$ cat config.mk
export PLATFORM = sky130hd
export DESIGN_NAME = enemy_spawn_sched
export DESIGN_NICKNAME = d
export VERILOG_FILES = /design/src/rtl/enemy_spawn_sched.sv
export SDC_FILE = /design/constraint.sdc
export NUM_CORES = 1
export LEC_CHECK = 0
export CAP_MARGIN = 30
export CORE_UTILIZATION = 49
export CTS_BUF_LIST = sky130_fd_sc_hd__clkbuf_4
export CTS_CLUSTER_SIZE = 28
export DETAILED_ROUTE_END_ITERATION = 8
export PLACE_DENSITY_LB_ADDON = 0.05
export SYNTH_ARGS = -nofsm -noshare
export SYNTH_HDL_FRONTEND = slang
export SYNTH_SLANG_ARGS = --single-unit
$ cat constraint.sdc
create_clock -name clk_vga -period 1.88 [get_ports clk_vga]
set_input_delay 0.376 -clock clk_vga [delete_from_list [all_inputs] [get_ports clk_vga]]
set_output_delay 0.376 -clock clk_vga [all_outputs]
set_load 0.02 [all_outputs]
$ cat src/rtl/enemy_spawn_sched.sv
// Enemy spawn scheduler: frame-timed weighted class pick with free-slot fallback.
// Define SPAWN_LEVEL_EN to enable the difficulty ramp (level, period, enemy3 gate).
module enemy_spawn_sched #(
   parameter int PERIOD_INIT  = 60,
   parameter int PERIOD_MIN   = 15,
   parameter int PERIOD_STEP  = 5,
   parameter int LEVEL_FRAMES = 600,
   parameter int LEVEL_MAX    = 15,
   parameter int E3_LEVEL     = 2,
   parameter int THR0         = 160,
   parameter int THR1         = 224
) (
   input  logic       clk_vga,
   input  logic       rst,
   input  logic       en_i,
   input  logic       v_sync_i,
   input  logic [7:0] rand_i,
   input  logic [2:0] free_i,
   output logic [2:0] spawn_o,
   output logic [3:0] level_o,
   output logic [7:0] period_o
);

   typedef enum logic [2:0] {
      IDLE, WAIT, PICK, CHECK, HOLD, FIRE
   } state_t;

   state_t     state, state_n;
   logic       vs_q, tick;
   logic [2:0] free_q, elig;
   logic [7:0] fcnt, fcnt_n;
   logic [1:0] choice, choice_n;
   logic [1:0] sel, sel_n;
   logic [1:0] pick, hit;
   logic       hit_v, lvl_ok;

   always_ff @(posedge clk_vga or posedge rst) begin
      if (rst) begin
         vs_q   <= 1'b0;
         tick   <= 1'b0;
         free_q <= '0;
      end else begin
         vs_q   <= v_sync_i;
         tick   <= v_sync_i & ~vs_q;
         free_q <= free_i;
      end
   end

`ifdef SPAWN_LEVEL_EN
   localparam int LW = $clog2(LEVEL_FRAMES);

   logic [LW-1:0]     lcnt;
   logic [3:0]        level_n;
   logic signed [8:0] per_s;
   logic [7:0]        per_n;
   logic              lcount, lwrap;

   assign lcount = tick && (state != IDLE);
   assign lwrap  = lcount && (lcnt == LW'(LEVEL_FRAMES - 1));
   assign lvl_ok = (level_o >= 4'(E3_LEVEL));

   // period is derived from the next level so both update together
   always_comb begin
      level_n = level_o;
      if (lwrap && level_o != 4'(LEVEL_MAX))
         level_n = level_o + 4'd1;
      per_s = $signed(9'(PERIOD_INIT) - 9'(level_n) * 9'(PERIOD_STEP));
      per_n = per_s[7:0];
      if (per_s < $signed(9'(PERIOD_MIN)))
         per_n = 8'(PERIOD_MIN);
   end

   always_ff @(posedge clk_vga or posedge rst) begin
      if (rst) begin
         lcnt     <= '0;
         level_o  <= '0;
         period_o <= 8'(PERIOD_INIT);
      end else if (lcount) begin
         lcnt     <= lwrap ? '0 : lcnt + LW'(1);
         level_o  <= level_n;
         period_o <= per_n;
      end
   end
`else
   logic unused_cfg;

   assign unused_cfg = ^{32'(PERIOD_MIN), 32'(PERIOD_STEP),
                         32'(LEVEL_FRAMES), 32'(LEVEL_MAX),
                         32'(E3_LEVEL)};
   assign lvl_ok     = 1'b1;
   assign level_o    = '0;
   assign period_o   = 8'(PERIOD_INIT);
`endif

   always_comb begin
      pick = 2'd2;
      if (rand_i < 8'(THR0))
         pick = 2'd0;
      else if (rand_i < 8'(THR1))
         pick = 2'd1;
      if (pick == 2'd2 && !lvl_ok)
         pick = 2'd1;
   end

   // search: choice, then lower indices downward, then higher upward
   always_comb begin
      elig  = free_q & {lvl_ok, 2'b11};
      hit   = 2'd0;
      hit_v = 1'b1;
      unique case (choice)
         2'd0: begin
            if (elig[0])      hit = 2'd0;
            else if (elig[1]) hit = 2'd1;
            else if (elig[2]) hit = 2'd2;
            else              hit_v = 1'b0;
         end
         2'd1: begin
            if (elig[1])      hit = 2'd1;
            else if (elig[0]) hit = 2'd0;
            else if (elig[2]) hit = 2'd2;
            else              hit_v = 1'b0;
         end
         2'd2: begin
            if (elig[2])      hit = 2'd2;
            else if (elig[1]) hit = 2'd1;
            else if (elig[0]) hit = 2'd0;
            else              hit_v = 1'b0;
         end
         default: hit_v = 1'b0;
      endcase
   end

   always_comb begin
      state_n  = state;
      fcnt_n   = fcnt;
      choice_n = choice;
      sel_n    = sel;
      spawn_o  = '0;
      unique case (state)
         IDLE: begin
            fcnt_n = '0;
            if (en_i)
               state_n = WAIT;
         end
         WAIT: begin
            if (tick) begin
               if (fcnt >= period_o - 8'd1)
                  state_n = PICK;
               else
                  fcnt_n = fcnt + 8'd1;
            end
         end
         PICK: begin
            choice_n = pick;
            state_n  = CHECK;
         end
         CHECK, HOLD: begin
            if (hit_v) begin
               sel_n   = hit;
               state_n = FIRE;
            end else begin
               state_n = HOLD;
            end
         end
         FIRE: begin
            spawn_o = 3'b001 << sel;
            fcnt_n  = '0;
            state_n = WAIT;
         end
         default: state_n = IDLE;
      endcase
      if (!en_i) begin
         state_n = IDLE;
         fcnt_n  = '0;
      end
   end

   always_ff @(posedge clk_vga or posedge rst) begin
      if (rst) begin
         state  <= IDLE;
         fcnt   <= '0;
         choice <= '0;
         sel    <= '0;
      end else begin
         state  <= state_n;
         fcnt   <= fcnt_n;
         choice <= choice_n;
         sel    <= sel_n;
      end
   end

endmodule

[Yosys cells after proc, flatten, opt, wreduce, memory -nomap -nowiden]
Cells that the tools add are included.
Word-level totals
  register bits after elaboration: 20
  input bits: 15
  output and inout bits: 15
  word-level logic and storage cells: 61
Operators by class
  $add $sub $neg: 1
  magnitude comparators: 3
  eq/ne operators: 11
  shift-type cells: 1
  multiplexer cells: 29
  bitwise logic cells: 2
  reductions and logical operators: 7
Operators by type and width (count)
  two-way mux 8 bit: 3
  less-than comparator 8 bit, second input constant: 2
  two-way mux 2 bit: 8
  case mux 8 bit (2 select lines): 1
  two-way mux 3 bit: 4
  case mux 3 bit (4 select lines): 1
  two-way mux 1 bit: 10
  inequality test 3 bit, second input constant: 3
  adder 8 x 1 -> 8 bit, second input constant: 1
  greater-or-equal comparator 8 x 6 -> 1 bit, second input constant: 1
  == test 3 x 2 -> 1 bit, second input constant: 2
  == test 3 bit, second input constant: 2
  case mux 2 bit (3 select lines): 1
  AND reduction 2 bit: 2
  OR reduction 2 bit: 2
  == test 3 x 1 -> 1 bit, second input constant: 1
  logical NOT 3 bit: 1
  inequality test 3 x 2 -> 1 bit, second input constant: 1
  case mux 1 bit (3 select lines): 1
  AND reduction 3 bit: 1
  left shift 1 x 2 -> 3 bit, first input constant: 1
  == test 2 x 1 -> 1 bit, second input constant: 1
  == test 2 bit, second input constant: 1
  logical NOT 2 bit: 1
  other kinds (2): 2

[Logic depth before layout (Yosys ltp)]
Gate-level depths: netlist (run 1).
  depth in word-level cells: 7
  depth in mapped cells: 6
  gate-level depth less buffers: 5

[Worst setup path before layout (run 1)]
Ideal clock, no wire load.
  kind: reg2reg
  start point: register fcnt[0]
  end point: register fcnt[1]
  library setup time: 0.147 ns
  arrival time: 1.476 ns
  data required time: 1.733 ns
  slack: 0.257 ns
  cell stages (with the launch flop): 7
  buffers on the path: 1
  clock period less this slack: 1.623 ns
  path through: dfrtp_1 -> ha_1 -> o2111ai_1 -> and4_2 -> buf_2 -> mux2i_1 -> nor2_1
Between the ends
  word-level cells in the longest chain between the ends: 5
  elaborated cells on any way between the ends: 8
  those cells by class: add/sub (1); order compare (1); eq/ne (1); mux (4); reduce/logical (1)
Ends and longest elaborated chain
  from (decl): line 31  | logic [7:0] fcnt, fcnt_n;
  from (signal assigned): line 186  | fcnt <= fcnt_n;
  adder 8 x 1 -> 8 bit: line 150  | fcnt_n = fcnt + 8'd1;
  two-way mux 8 bit: line 147  | if (fcnt >= period_o - 8'd1)
  two-way mux 8 bit: line 146  | if (tick) begin
  case mux 8 bit (2 select lines): line 139  | unique case (state)
  two-way mux 8 bit: line 172  | if (!en_i) begin
Parallel ways exist; a longest one is shown, timed or not. The select of a mux whose other input is x is not followed.
A chain may end at the register's enable or synchronous reset.

[Worst setup path in the final report (run 1)]
  start point: register state[1]
  end point: output port spawn_o[1]
Between the ends
  word-level cells in the longest chain between the ends: 2
Ends and longest elaborated chain
  from (decl): line 28  | state_t state, state_n;
  from (signal assigned): line 185  | state <= state_n;
  == test 3 bit: line 139
  two-way mux 3 bit: line 139
  to (decl): line 19  | output logic [2:0] spawn_o,
No other way between the ends.

==> results of run 1 <==
per-layer routing:
layer	part of all wire	vias to the layer above	GRT usage
met1	0.49	352	0.214
met4	0.017	0	0.0931
met3	0.036	4	0.0252
met5	0	-	0
li1	-	374	-
met2	0.45	22	0.248
metrics by stage:
step | setup slack (ns) | area (um^2) | instances | util
after floorplan | 0.257 | 1110 | 116 | -
after global placement | 0.134 | 1180 | 144 | 0.590
after detailed placement | 0.106 | 1180 | 144 | 0.590
after CTS | 0.0491 | 1200 | 148 | 0.601
after global routing | 0.00531 | 1210 | 148 | 0.604
final | 0.0960 | 1210 | 148 | 0.604
worst max-delay path, stage by stage, from the launching register on:
cell and delay, ns:
dfrtp_1 0.38, nand3b_1 0.20, nor3b_1 0.21, clkdlybuf4s15_1 0.33
final cells by class:
class | count | area share
well taps | 27 | 0.0279
clock inverters | 1 | 0.00310
inverters | 5 | 0.0155
multi-input cells | 76 | 0.399
repair buffers | 16 | 0.122
flip-flops and latches | 20 | 0.414
clock buffers | 3 | 0.0186
cells in the final DEF, fill, tap and decap left out, types with 2 or more instances in the layout:
master and instances:
o21ai_0 6, and2_1 2, dlygate4sd2_1 2, nand3_1 5
clkbuf_4 3, or3_1 3, nand2_1 5, nor3_1 2
a21oi_1 4, inv_1 5, clkdlybuf4s50_1 9, nor2_1 6
buf_4 4, mux2i_1 3, dfrtp_1 20, nand2b_1 2
conb_1 12, nor2b_1 3
cell families (layout without fill, tap and decap cells):
kind of cell | after synthesis | after routing | share of synthesized area
buffers and inverters | 20 | 25 | 0.122
AND/OR/NAND/NOR | 38 | 38 | 0.223
XOR/XNOR | 2 | 2 | 0.0164
adder cells (fa/ha/maj) | 1 | 1 | 0.0117
AO/OA/AOI/OAI | 19 | 19 | 0.115
other | 2 | 12 | 0.00701
flip-flops | 20 | 20 | 0.467
multiplexers | 4 | 4 | 0.0386
worst max-delay path by stage:
stage,endpoint,slack (ns),cells past startpoint
final,spawn_o[1],0.1,3
after global routing,spawn_o[1],0.005,3
after CTS,spawn_o[1],0.05,3
after detailed placement,spawn_o[1],0.11,3
after global placement,spawn_o[1],0.13,3
after floorplan,spawn_o[1],0.26,3
flip-flops by register name, summed over array words and instances (netlist names):
name / flops
choice: 2
sel: 2
state: 3
tick: 1
fcnt: 8
elig: 3
vs_q: 1
power breakdown:
group	total (uW)	switching, uW	internal, uW
registers	489	27.2	461
logic	134	73.6	60.5
clock network	202	124	77.3
repair_timing:
action,in CTS,in global routing
hold buffers,0,0
gates resized for setup,3,2
endpoints found under the setup margin,3,5
==> results.sh, run 1 <==
export IMPL_cts_setup_buffers=0
export IMPL_netlist_area_leader_share=0.467
export IMPL_crit_type="register to primary output"
export IMPL_antenna_found_initial=0
export IMPL_min_path_type="input port to async pin"
export IMPL_setup_tns_ns=0
export IMPL_required_ns=1.50
export IMPL_startpoint="state[1]$_DFFE_PP0P_"
export IMPL_synth_warning_count=0
export IMPL_grt_pass1_wl_um=2930
export IMPL_gp_congestion=0.803
export IMPL_die_area_mm2=0.00238
export IMPL_r2r_start="fcnt[0]$_DFFE_PP0P_"
export IMPL_yosysMostFrequentCell="dfrtp_1"
export IMPL_hold_worst_slack_ns=0.377
export IMPL_n_antenna_cell=0
export IMPL_area_growth_pct=13.0
export IMPL_cts_buffers=3
export IMPL_via_per_inst=5.08
export IMPL_drc=0
export IMPL_rsz0062_at_grt="no"
export IMPL_slew_viol_final=0
export IMPL_dr_pass1_iters=4
export IMPL_wl_per_cell_um=11.2
export IMPL_synth_edf_count=0
export IMPL_cts_sinks=20
export IMPL_hold_viol_final=0
export IMPL_ys_seq_area_frac=0.467
export IMPL_r2r_setup_slack_ns=0.13
export IMPL_vias=752
export IMPL_fillCellCount=183
export IMPL_layout_drive_gt1_share=0.116
export IMPL_clk_pin_slew_ns=0.11
export IMPL_io_buffers=12
export IMPL_rows=16
export IMPL_drt_initial_drc_count=10
export IMPL_fin_crit_sh=0.949
export IMPL_ys_ff_latch=20
export IMPL_nets=138
export IMPL_clk_path_buf_depth=2
export IMPL_powerDensity_mw_per_mm2=681
export IMPL_gr_total_overflow=0
export IMPL_multi_input_area_um2=483
export IMPL_worstPathArrival_ns=1.41
export IMPL_synth_cell_types=40
export IMPL_h_tree_depth=1
export IMPL_grt_pass1_vias=711
export IMPL_finalSetupViolations=0
export IMPL_grt_max_degree=21
export IMPL_cts_root_buf="clkbuf_4"
export IMPL_wl_um=1660
export IMPL_cts_tree="yes"
export IMPL_track_usage=0.160
export IMPL_clkLatencyLatePin_ns=0.30
export IMPL_r2r_cells=5
export IMPL_skew_ns=0.0114
export IMPL_syn_area_mm2=0.00107
export IMPL_die_h_um=48.8
export IMPL_io_pin_count=30
export IMPL_die_w_um=48.8
export IMPL_start_util=0.535
export IMPL_leakage_uw=0.000542
export IMPL_reg2reg_to="fcnt[3]$_DFFE_PP0P_"
export IMPL_ir_drop_mv=0.474
export IMPL_max_freq_mhz=561
export IMPL_worstSetupStartpointType="register"
export IMPL_post_route_min_period_ns=1.78
export IMPL_max_cap_violations=0
export IMPL_core_mm2=0.00200
export IMPL_status="finished, final reports clean"
export IMPL_synth_commonest_cells="20 x dfrtp_1, 12 x buf_4, 6 x nor2_1, 6 x o21ai_0"
export IMPL_slew_headroom=0.635
export IMPL_cp_max_fo=3
export IMPL_syn_avg_cell_area_um2=10.1
export IMPL_worstMarginPinSlew_ns=0.545
export IMPL_yosysTopAreaCell="dfrtp_1"
export IMPL_syn_inst=106
export IMPL_antenna_left=0
export IMPL_end_kind="primary output"
export IMPL_yosys_most_used_dff="dfrtp_1"
export IMPL_p_total_uw=824
export IMPL_hpwl_um=1240
export IMPL_ys_top_cells_by_area="dfrtp_1 47%, buf_4 8.4%, mux2i_1 2.8%"
export IMPL_synthArstFlopShare=1.00
export IMPL_final_seq_area_um2=500
Power figures use the tool's default switching activity.
==> run 2, diff against run 1 <==
Settings changed: CTS_CLUSTER_DIAMETER from default to 120, SLEW_MARGIN from default to 5.
==> results of run 2 <==
No change in the layout: final DEF, timing and power equal those of run 1.
